`config.mk`:
```
export PLATFORM = sky130hd
export DESIGN_NAME = riscv_checker_table
export DESIGN_NICKNAME = d
export VERILOG_FILES = /design/src/rtl/riscv_checker_table.sv
export SDC_FILE = /design/constraint.sdc
export NUM_CORES = 1
export LEC_CHECK = 0
export BUFFER_PORTS_ARGS = -buffer_cell sky130_fd_sc_hd__buf_2
export CAP_MARGIN = 20
export CORE_ASPECT_RATIO = 0.6
export CORE_MARGIN = 2
export CORE_UTILIZATION = 26
export CTS_CLUSTER_SIZE = 10
export DETAILED_ROUTE_END_ITERATION = 8
export PLACE_DENSITY = 0.4
export SLEW_MARGIN = 15
export SYNTH_ARGS = -nofsm -noshare
export SYNTH_HDL_FRONTEND = slang
export SYNTH_SLANG_ARGS = --single-unit
```
`constraint.sdc`:
```
create_clock -name clk -period 7.3 [get_ports clk]
set_input_delay 0.73 -clock clk [delete_from_list [all_inputs] [get_ports clk]]
set_output_delay 0.73 -clock clk [all_outputs]
set_load 0.01 [all_outputs]
```
`src/rtl/riscv_checker_table.sv`:
```
// Expected-result table: NUM_TEST entries of {num_inst, answer}.
// Ports: clk; we/wr_idx/wr_num_inst/wr_ans write port (out-of-range indices dropped);
//        rd_idx with asynchronous rd_num_inst/rd_ans read data.
// The array is deliberately not reset so a loaded table survives a checker reset.
module riscv_checker_table #(
  parameter int unsigned NUM_TEST = 26,
  parameter int unsigned IDX_W    = 5
) (
  input  logic             clk,
  input  logic             we,
  input  logic [IDX_W-1:0] wr_idx,
  input  logic [31:0]      wr_num_inst,
  input  logic [31:0]      wr_ans,
  input  logic [IDX_W-1:0] rd_idx,
  output logic [31:0]      rd_num_inst,
  output logic [31:0]      rd_ans
);

  logic [63:0] mem [NUM_TEST];

  always_ff @(posedge clk) begin
    if (we && (32'(wr_idx) < NUM_TEST)) begin
      mem[wr_idx] <= {wr_num_inst, wr_ans};
    end
  end

  assign {rd_num_inst, rd_ans} = mem[rd_idx];

endmodule

```
==> impl_metrics.ini <==
[routing]
num_vias = 29437
drtAntennaViolNets = 0
drt_iter0_drc = 2759
wire_per_inst_um = 29.5
drc = 0
wl_mm = 183
firstDrtPassIters = 5
vias_per_cell = 4.73

[synthesis]
ys_ff_latch = 1664
synthFlopType = edfxtp_1
synth_area_leaders = edfxtp_1 (79%), mux4_2 (14%), a22oi_1 (1.5%)
syn_nets = 2768
yosysMostFrequentCell = edfxtp_1
synth_top_area_frac = 0.790
synth_area_um2 = 63300
synth_async_sr_flop_share = 0
synth_edf_count = 1664
synthTopCellsByCount = edfxtp_1 (1664), mux4_2 (384), a22oi_1 (128), clkbuf_1 (83), nand2_1 (68)
yosysTopAreaCell = edfxtp_1
yosysWarnings = 0
yosysSeqAreaShare = 0.790
syn_avg_cell_area_um2 = 23.5
yosysUniqueCellTypes = 27
synthCells = 2692

[clock_network]
clk_path_buf_depth = 4
cts_tree = done
post_cts_buffers = 0
ctsHoldBuffers = 0
cts_root_buf = clkbuf_16
cts_buffers = 192
path_clk_slew_ns = 0.06
htree_num_levels = 4
cts_num_sinks = 1664
post_cts_resize_count = 0

[die]
rows = 140
die_w_um = 641
start_util = 0.261
io_pins = 140
dieHeight_um = 386
fp.coreArea_um2 = 242000
fp.dieArea_um2 = 247000

[final_layout]
fin_util = 0.303
final_nets = 3026
final_layout_size_suffix_gt1_frac = 0.323
area_delta_synth_final_pct = 15.8
regMostFlops = mem
reg_top3 = mem x1664
stdcell_count = 6227
fill_cells = 23151
largest_reg_flops = 1664

[critical_path]
path_cells = buf_8, buf_12, mux4_2, mux2_2, o211ai_2, nand3_1, buf_2
slowest_stage = mux4_2
cp_max_fo = 70
worst-setup-path-type = input port to primary output
startpoint_type = input port
worstPathRequired_ns = 6.57
max_stage_delay_ns = 0.59
cp.arrival_ns = 3.69
worst_setup_path_end_kind = primary output

[global_routing]
grt_pass1_wl_mm = 254
grt_overflow = 0
grtUsageTotal = 0.147
antenna_found_initial = 20
grt_max_degree = 75
grt_pass1_vias = 31049

[power_and_ir_drop]
p_per_area_nw_per_um2 = 270
p_leak_nw = 22.3
ir_worst_vdd_v = 0.000172
power_w = 0.0198

[sta]
slew_headroom = 0.241
worstMarginPinSlew_ns = 1.14
drv_slew = 0
rsz0062_at_grt = no
hold_violations = 0
finalWorstSetupSlack_ns = 2.88
fmax_ghz = 0.226
setup_viol = 0
timing.final.crit_share = 0.605
tns_ns = 0
post-route-min-period_ns = 4.42

[place]
io_buffer_count = 139
hpwl_mm = 91.6
gp_congestion = 0.687
dpl.cell_count = 6022
pre_cts_ws_ns = 2.88

[status]
status = complete, no violations

[worst_hold_path]
min_path_type = input port to register

[job]
drv_cap = 0
## worst paths after layout
kind,end,startpoint,cells past startpoint,slack [ns]
hold / removal,mem[14][50],wr_num_inst[18],1,0.35
setup / recovery,rd_ans[14],rd_idx[0],7,2.88
## cells by family (layout without fill, tap and decap cells)
family / Yosys count / count (layout) / share of synthesized area
buffers and inverters: 152 / 417 / 0.0121
AO/OA/AOI/OAI: 193 / 193 / 0.0280
multiplexers: 512 / 512 / 0.158
AND/OR/NAND/NOR: 171 / 171 / 0.0121
other: 0 / 4 / 0
flip-flops: 1664 / 1664 / 0.790
## layout by cell type (no fill, tap or decap), types with 4 or more instances in the layout
cell type	Yosys	layout
buf_2	23	134
nor2_4	0	24
mux4_2	384	384
nand2_1	68	68
o211ai_2	64	64
nand3_1	64	64
mux2i_1	64	64
diode_2	0	4
buf_12	0	18
a22oi_1	128	128
mux2_2	64	64
buf_4	16	57
edfxtp_1	1664	1664
clkbuf_16	0	195
## cell type report
class | count | area (µm²) | area share
diodes | 4 | 10.0 | 0.000137
clock buffers | 197 | 4890 | 0.0667
clock inverters | 4 | 25.0 | 0.000341
inverters | 1 | 3.75 | 0.0000512
multi-input cells | 876 | 12800 | 0.174
flip-flops and latches | 1664 | 50000 | 0.682
well taps | 3266 | 4090 | 0.0558
repair buffers | 215 | 1550 | 0.0212
## routing by layer
metal  track usage  wire length (µm)  vias to the layer above
met4        0.0324              3730                        2
met1         0.213             86700                    16330
met3        0.0245              8620                      269
met2         0.232             84400                      849
li1              -                 -                    11987
met5             0                 8                        -
## worst max-delay path: cells and delay by family
| family | cells | cell delay [ns] |
|---|---|---|
| buffers and inverters | 3 | 1.26 |
| muxes | 2 | 0.89 |
| and+or+nand+nor | 1 | 0.27 |
| AOI/OAI and AO/OA | 1 | 0.26 |
## metrics by stage
step | hold slack [ns] | area [µm²]
3_5_place_dp | 1.19 | 68400
2_1_floorplan | 0.829 | 63300
3_3_place_gp | 1.16 | 68300
6_report | 0.347 | 73300
4_1_cts | 0.280 | 73300
5_1_grt | 0.325 | 73300
## power by group
part | internal (W) | switching, W
sequential | 0.0106 | 0.0000210
clock | 0.00466 | 0.00350
combinational | 0.000360 | 0.000619
Power figures use the tool's default switching activity.
